$ cat src/rtl/display_timer_pkg.sv
// Shared helpers for the display scan timer.
//   default_div()  : terminal count giving the requested scan rate
//   digit_idx_w()  : width of a digit index for n anodes (n >= 2)
//   anode_vec_t    : active-low anode vector, sized for the widest display supported
//   anode_decode() : active-low one-hot decode of a digit index
package display_timer_pkg;

    localparam int unsigned MAX_DIGITS = 16;

    typedef logic [MAX_DIGITS-1:0] anode_vec_t;

    // Terminal count for a divider producing scan_hz ticks from clk_hz.
    function automatic int unsigned default_div(input int unsigned clk_hz,
                                                input int unsigned scan_hz);
        return (clk_hz / scan_hz) - 1;
    endfunction

    // Digit index width; never less than one bit.
    function automatic int unsigned digit_idx_w(input int unsigned n);
        return (n <= 2) ? 1 : $clog2(n);
    endfunction

    // All ones except the bit of the selected digit.
    function automatic anode_vec_t anode_decode(input int unsigned idx);
        anode_vec_t v;
        for (int unsigned i = 0; i < MAX_DIGITS; i++) begin
            v[i] = (i != idx);
        end
        return v;
    endfunction

endpackage

$ cat src/rtl/tick_divider.sv
// Programmable terminal-count divider producing a registered 1-cycle tick.
// Ports:
//   clk, rst    : clock, synchronous active-high reset
//   en          : count enable; counter holds while low
//   load        : load strobe, wins over en; clears the counter, suppresses the tick
//   load_val    : new terminal count (period = load_val + 1 cycles)
//   tick        : registered pulse, one cycle after the terminal count is reached
//   wrap_c      : combinational, high in the cycle the terminal count is accepted
//   ctr_next_c  : combinational, counter value after the coming edge
module tick_divider #(
    parameter int unsigned    W         = 20,
    parameter logic [W-1:0]   RESET_VAL = '0
) (
    input  logic         clk,
    input  logic         rst,
    input  logic         en,
    input  logic         load,
    input  logic [W-1:0] load_val,
    output logic         tick,
    output logic         wrap_c,
    output logic [W-1:0] ctr_next_c
);

    logic [W-1:0] ctr;
    logic [W-1:0] div_reg;

    // Next counter value; a load always clears ctr, so == is sufficient.
    always_comb begin
        wrap_c     = 1'b0;
        ctr_next_c = ctr;
        if (load) begin
            ctr_next_c = '0;
        end else if (en) begin
            if (ctr == div_reg) begin
                wrap_c     = 1'b1;
                ctr_next_c = '0;
            end else begin
                ctr_next_c = ctr + W'(1);
            end
        end
    end

    // Counter, terminal count and tick registers.
    always_ff @(posedge clk) begin
        if (rst) begin
            ctr     <= '0;
            div_reg <= RESET_VAL;
            tick    <= 1'b0;
        end else begin
            ctr  <= ctr_next_c;
            tick <= wrap_c;
            if (load) begin
                div_reg <= load_val;
            end
        end
    end

endmodule

$ cat src/rtl/display_scan_timer.sv
// Scan timer for multiplexed 7-segment displays: scan tick, 50% square output,
// rotating active-low anode select and a frame marker.
// Optional feature macro: SCAN_BLANKING_EN (anti-ghost blanking at the start of
// every digit slot; without it BLANK_CYCLES is ignored).
// Ports:
//   clk, rst     : clock, synchronous active-high reset
//   en           : run enable
//   div_load     : 1-cycle strobe loading div_value as the terminal count
//   div_value    : new terminal count; period = div_value + 1 clocks
//   tick         : 1-cycle pulse per scan period
//   sq_out       : toggles on every tick
//   digit_idx    : currently driven digit
//   digit_sel_n  : active-low one-hot anode select
//   frame_done   : pulses with the tick on which digit_idx wraps to 0
module display_scan_timer
    import display_timer_pkg::*;
#(
    parameter int unsigned CLK_HZ       = 100_000_000,
    parameter int unsigned SCAN_HZ      = 1_000,
    parameter int unsigned N_DIGITS     = 4,
    parameter int unsigned DIV_W        = 20,
    parameter int unsigned BLANK_CYCLES = 1_000,
    localparam int unsigned IDX_W       = digit_idx_w(N_DIGITS)
) (
    input  logic                clk,
    input  logic                rst,
    input  logic                en,
    input  logic                div_load,
    input  logic [DIV_W-1:0]    div_value,
    output logic                tick,
    output logic                sq_out,
    output logic [IDX_W-1:0]    digit_idx,
    output logic [N_DIGITS-1:0] digit_sel_n,
    output logic                frame_done
);

    localparam int unsigned DEFAULT_DIV = default_div(CLK_HZ, SCAN_HZ);

    logic             wrap_c;
    logic [DIV_W-1:0] ctr_next_c;
    logic             last_c;
    logic [IDX_W-1:0] idx_next_c;
    logic             blank_c;

    tick_divider #(
        .W         (DIV_W),
        .RESET_VAL (DIV_W'(DEFAULT_DIV))
    ) u_div (
        .clk        (clk),
        .rst        (rst),
        .en         (en),
        .load       (div_load),
        .load_val   (div_value),
        .tick       (tick),
        .wrap_c     (wrap_c),
        .ctr_next_c (ctr_next_c)
    );

    // Digit rotation, advancing only on an accepted terminal count.
    always_comb begin
        last_c     = (digit_idx == IDX_W'(N_DIGITS - 1));
        idx_next_c = digit_idx;
        if (wrap_c) begin
            idx_next_c = last_c ? '0 : digit_idx + IDX_W'(1);
        end
    end

`ifdef SCAN_BLANKING_EN
    // Blank while the slot counter (as it will be after this edge) is still early.
    assign blank_c = (32'(ctr_next_c) < BLANK_CYCLES);
`else
    logic unused_blank_cfg;
    assign unused_blank_cfg = ^{ctr_next_c, 32'(BLANK_CYCLES)};
    assign blank_c          = 1'b0;
`endif

    // Registered rotator, square output, frame marker and anode decode.
    always_ff @(posedge clk) begin
        if (rst) begin
            sq_out      <= 1'b0;
            digit_idx   <= '0;
            frame_done  <= 1'b0;
            digit_sel_n <= '1;
        end else begin
            frame_done <= wrap_c && last_c;
            digit_idx  <= idx_next_c;
            if (wrap_c) begin
                sq_out <= ~sq_out;
            end
            if (en && !blank_c) begin
                digit_sel_n <= N_DIGITS'(anode_decode(32'(idx_next_c)));
            end else begin
                digit_sel_n <= '1;
            end
        end
    end

endmodule
$ cat config.mk
export PLATFORM = sky130hd
export DESIGN_NAME = display_scan_timer
export DESIGN_NICKNAME = d
export VERILOG_FILES = /design/src/rtl/display_timer_pkg.sv /design/src/rtl/tick_divider.sv /design/src/rtl/display_scan_timer.sv
export SDC_FILE = /design/constraint.sdc
export NUM_CORES = 1
export LEC_CHECK = 0
export ABC_AREA = 1
export CAP_MARGIN = 20
export CORE_MARGIN = 5
export CORE_UTILIZATION = 40
export DETAILED_ROUTE_END_ITERATION = 6
export HOLD_SLACK_MARGIN = 0.12
export PLACE_DENSITY = 0.73
export SYNTH_ARGS = -nofsm -noshare
export SYNTH_HDL_FRONTEND = slang
export SYNTH_HIERARCHICAL = 1
export SYNTH_SLANG_ARGS = --single-unit
export TNS_END_PERCENT = 1
$ cat constraint.sdc
create_clock -name clk -period 2.2 [get_ports clk]
set_input_delay 0.44 -clock clk [delete_from_list [all_inputs] [get_ports clk]]
set_output_delay 0.44 -clock clk [all_outputs]
set_load 0.02 [all_outputs]
## After elaboration in Yosys (flattened, before gate mapping)

Cells that the tools add are included.

| operators by class | value |
|---|---|
| equal/unequal tests | 5 |
| multiplexer cells | 6 |
| add/sub/neg operators | 2 |
| reductions and logical operators | 4 |
| bitwise operators | 2 |

Operator list:

| cell | count |
|---|---|
| 20-bit by 1-bit adder with 20-bit output, second input constant | 1 |
| 20-bit equality test | 1 |
| 20-bit two-way mux | 1 |
| 2-bit two-way mux | 2 |
| 2-bit inequality test, first input constant | 2 |
| 2-bit OR reduction | 2 |
| 1-bit two-way mux | 3 |
| 2-bit by 1-bit adder with 2-bit output, second input constant | 1 |
| 2-bit equality test, second input constant | 1 |
| 1-bit by 2-bit inequality test with 1-bit output, first input constant | 1 |
| 1-bit NOT | 2 |
| 2-bit nonzero test | 1 |
| 1-bit logical AND | 1 |

| word-level totals | value |
|---|---|
| logic and storage cells | 26 |
| flip-flop bits (word level) | 49 |
| input bits | 24 |

## Logic depth before layout (Yosys ltp)

| depth | value |
|---|---|
| depth in word-level cells | 6 |
| mapped depth | 13 |
| gate-level depth less buffers | 13 |

## Hierarchy

The synthesis kept the hierarchy.

By module, submodules not included:

| module | sequential area each (µm²) | cells an instance | times used | area an instance (µm²) |
|---|---|---|---|---|
| tick_divider | 820.8 | 341 | 1 | 2287.2 |
| display_scan_timer | 160.2 | 39 | 1 | 306.5 |

## Least setup slack after synthesis

No wires, ideal clock.

| timing path | value |
|---|---|
| path type | input -> register |
| from | input port en |
| to | register digit_sel_n[0] |
| arrival | 1.665 ns |
| cell stages on the path | 12 |
| slack | 0.418 ns |
| library setup time | 0.118 ns |
| data required time | 2.082 ns |
| cell sequence | buf_4 > nand2_1 > nor2_1 > nand2_1 > nor2_2 > nand3_4 > nor2_1 > inv_2 > nand2_1 > nand2_1 > nor2_1 > nand2_1 |

| between the ends | value |
|---|---|
| word-level cells in the longest chain between the ends | 4 |
| elaborated cells between the ends (all ways) | 6 |

RTL lines:

| element | line | text |
|---|---|---|
| start, declared | display_scan_timer.sv:27 | `input logic en,` |
| 1-bit two-way mux | tick_divider.sv:33 | `end else if (en) begin` |
| 1-bit two-way mux | tick_divider.sv:31 | `if (load) begin` |
| net wrap_c | display_scan_timer.sv:39 | `logic wrap_c;` |
| 2-bit two-way mux | display_scan_timer.sv:63 | `if (wrap_c) begin` |
| 2-bit nonzero test | display_timer_pkg.sv:27 | `v[i] = (i != idx);` |
| end signal, assigned | display_scan_timer.sv:91 | `digit_sel_n <= N_DIGITS'(anode_decode(32'(idx_next_c)));` |
| end, declared | display_scan_timer.sv:33 | `output logic [N_DIGITS-1:0] digit_sel_n,` |

The timed path passes the listed nets, and every way through them passes these cells.
A chain may end at the register's enable or synchronous reset.

## Worst setup path in the final report

| timing path | value |
|---|---|
| from | register digit_idx[1] |
| to | output port digit_idx[1] |

RTL lines:

| element | line | text |
|---|---|---|
| start, declared | display_scan_timer.sv:32 | `output logic [IDX_W-1:0] digit_idx,` |
| start signal, assigned | display_scan_timer.sv:86 | `digit_idx <= idx_next_c;` |

No word-level cell between the ends.

==> impl_results.md <==
* Status: finished clean
* Critical Path Sink Type: primary output
* Mapped cell area at approximately 0.0025 mm²
* Final Max Tran Viols at 0
* Required time of the worst setup path at 1.76 ns
* Mean area per synthesized cell at about 7.0 µm²
* Hold Path Class: reg2reg
* Clock Latency Late Sink at 0.31 ns
* Pint at roughly 1.4 mW
* TritonCTS clock tree: done
* Post-CTS setup buffers at 0
* Met2 wire len at approximately 2600 µm
* Global Route Usage Sum at approximately 15%
* Post-cts sizing count at 0
* CORE AREA at ~0.006 mm²
* Initial core utilization at between 40% and 50%
* H-tree depth at 2
* Area grow syn2layout at 20.6%
* Highest metal used: met4
* Die width at 89.1 µm
* Sequential share of power at 52.4%
* Wl on met1 at 2710 µm
* DP Wirelength at ~4300 µm
* Logic pwr share at 9.6%
* CP cell instances: clkdlybuf4s50_1
* Fillers at roughly 600
* Iteration-0 DRC Markers at approximately 180
* Synth warn at 6
* Net Sw Power at between 0.4 and 0.5 mW
* Routed vias at around 2200
* Gr ovfl total at 0
* Met3 Routed Length at ~340 µm
* Total iterations of the first detailed-routing run at 4
* Avg WL per Cell at about 12 µm
* F_max at approximately 560 MHz
* First-pass GRT wire length at between 9000 and 10000 µm
* Slew Limit Headroom at between 50% and 60%
* Gpl congestion at 0.894
* DIE AREA at 0.00794 mm²
* RSZ-0062 raised after global routing: no
* Max-Cap Viols at 0
* Final hold violation count at 0
* TritonCTS Buffers at 5
* Critical path peak fanout at 4
* Worst clock skew at 0.00554 ns
* ANT cells at 0
* Worst Path Arrival at 1.33 ns
* DRC at 0
* Net count after synthesis at 385
* Power Density at ~600 mW/mm²
* Share of layout cells above drive strength 1 at between 10% and 20%
* Max incr delay on CP at 0.63 ns
* Clock slew at reported path FFs at 0.09 ns
* Crit path time final at roughly 1.8 ns
* Worst Setup Path Type: reg2out
* Row count at 28
* Vias in the first global route at a little over 2000
* CTS Hold Buffers Added at 0
* Sw Ratio at about a quarter
* Gate count of the mapped netlist at approximately 360
* Largest net degree at the start of global routing at 37
* WL final at ~5700 µm
* Detailed-route vias per instance at a little under 5
* Initial antenna violation count at 0
* Critical Path Source Type: flip-flop
* Root buf cell: clkbuf_8
* Final setup viols at 0
* Register area at roughly 980 µm²
* IO Port Bufs at 32
* Final clock period utilization by the worst path at approximately four fifths
* Clock buffer depth at 2
* Nets at 418
* Setup ws final at 0.428 ns
* Multi-input gate area at between 0.001 and 0.0015 mm²
* Setup total negative slack at 0 ns
* Buf/Inv on CP at 1
* Num Clock Sinks at a little under 50
* Family with the most delay on the worst path: buffers and inverters
* Worst slack at placement at 0.160 ns
* I/O pin total at 33
* Worst-Margin Slew at slightly below 0.7 ns
* Leak at 1.22 nW
* Die Ht at just under 90 µm
* Slowest-stage cell, CP: clkdlybuf4s50_1
* Routed Antenna Nets at 0
* Clock power frac at between 30% and 40%
* Max VDD drop at just over 0.4 mV
## cell usage in the layout, fill, tap and decap left out, drive strengths merged
cell,n
a21oi,16
buf,6
bufinv,1
clkbuf,6
clkdlybuf4s50,32
clkinvlp,1
dfxtp,49
ha,2
inv,47
mux2i,1
nand2,103
nand3,13
nand3b,1
nand4,4
nor2,48
nor3,20
o21ai,28
or2,2
xnor2,3
xor2,10
## worst paths after layout
check / start / to / slack [ns] / cells past startpoint
min: u_div/div_reg[13] / u_div/div_reg[13] / 0.48 / 2
max reg2reg: u_div/ctr[10] / digit_sel_n[0] / 0.48 / 14
max: digit_idx[1] / digit_idx[1] / 0.43 / 1
min reg2reg: u_div/div_reg[13] / u_div/div_reg[13] / 0.48 / 2
## worst reg2reg max path, delay by kind of cell, from the launching register on
| kind | cells | cell delay (ns) |
|---|---|---|
| flip-flops | 1 | 0.43 |
| buffers and inverters | 3 | 0.28 |
| AND/OR/NAND/NOR | 11 | 0.92 |
## area by class of cell
type | instances | area share (%)
Tap cell | 75 | 3.11
Clock buffer | 6 | 2.74
Sequential cell | 49 | 32.5
Multi-Input combinational cell | 251 | 42.1
Clock inverter | 2 | 1.24
Timing Repair Buffer | 38 | 12.5
Inverter | 47 | 5.84
## power groups by stage
stage               sequential [mW]  combinational [mW]  clock, mW
global route                  0.935               0.190      0.727
CTS                           0.931               0.172      0.687
global placement              0.951               0.168          0
finish                        0.932               0.170      0.675
detailed placement            0.952               0.172          0
floorplan                     0.948               0.103          0
## stage by stage
stage	util [%]	instance area, µm²	power, mW	hold WS [ns]	cells
after floorplan	-	2500	1.05	0.443	359
after global placement	48.4	2900	1.12	0.459	460
after detailed placement	48.4	2900	1.12	0.469	460
after CTS	50.4	3020	1.79	0.484	468
after global routing	50.4	3020	1.85	0.512	468
final	50.4	3020	1.78	0.481	468
## per-layer routing
| layer | vias to the layer above | GRT usage, % |
|---|---|---|
| met5 | - | 0 |
| met4 | 0 | 3.25 |
| met3 | 5 | 3.59 |
| met2 | 51 | 24.5 |
| met1 | 1011 | 20.7 |
| li1 | 1182 | - |
No activity file was read; power rests on OpenSTA's default activity.
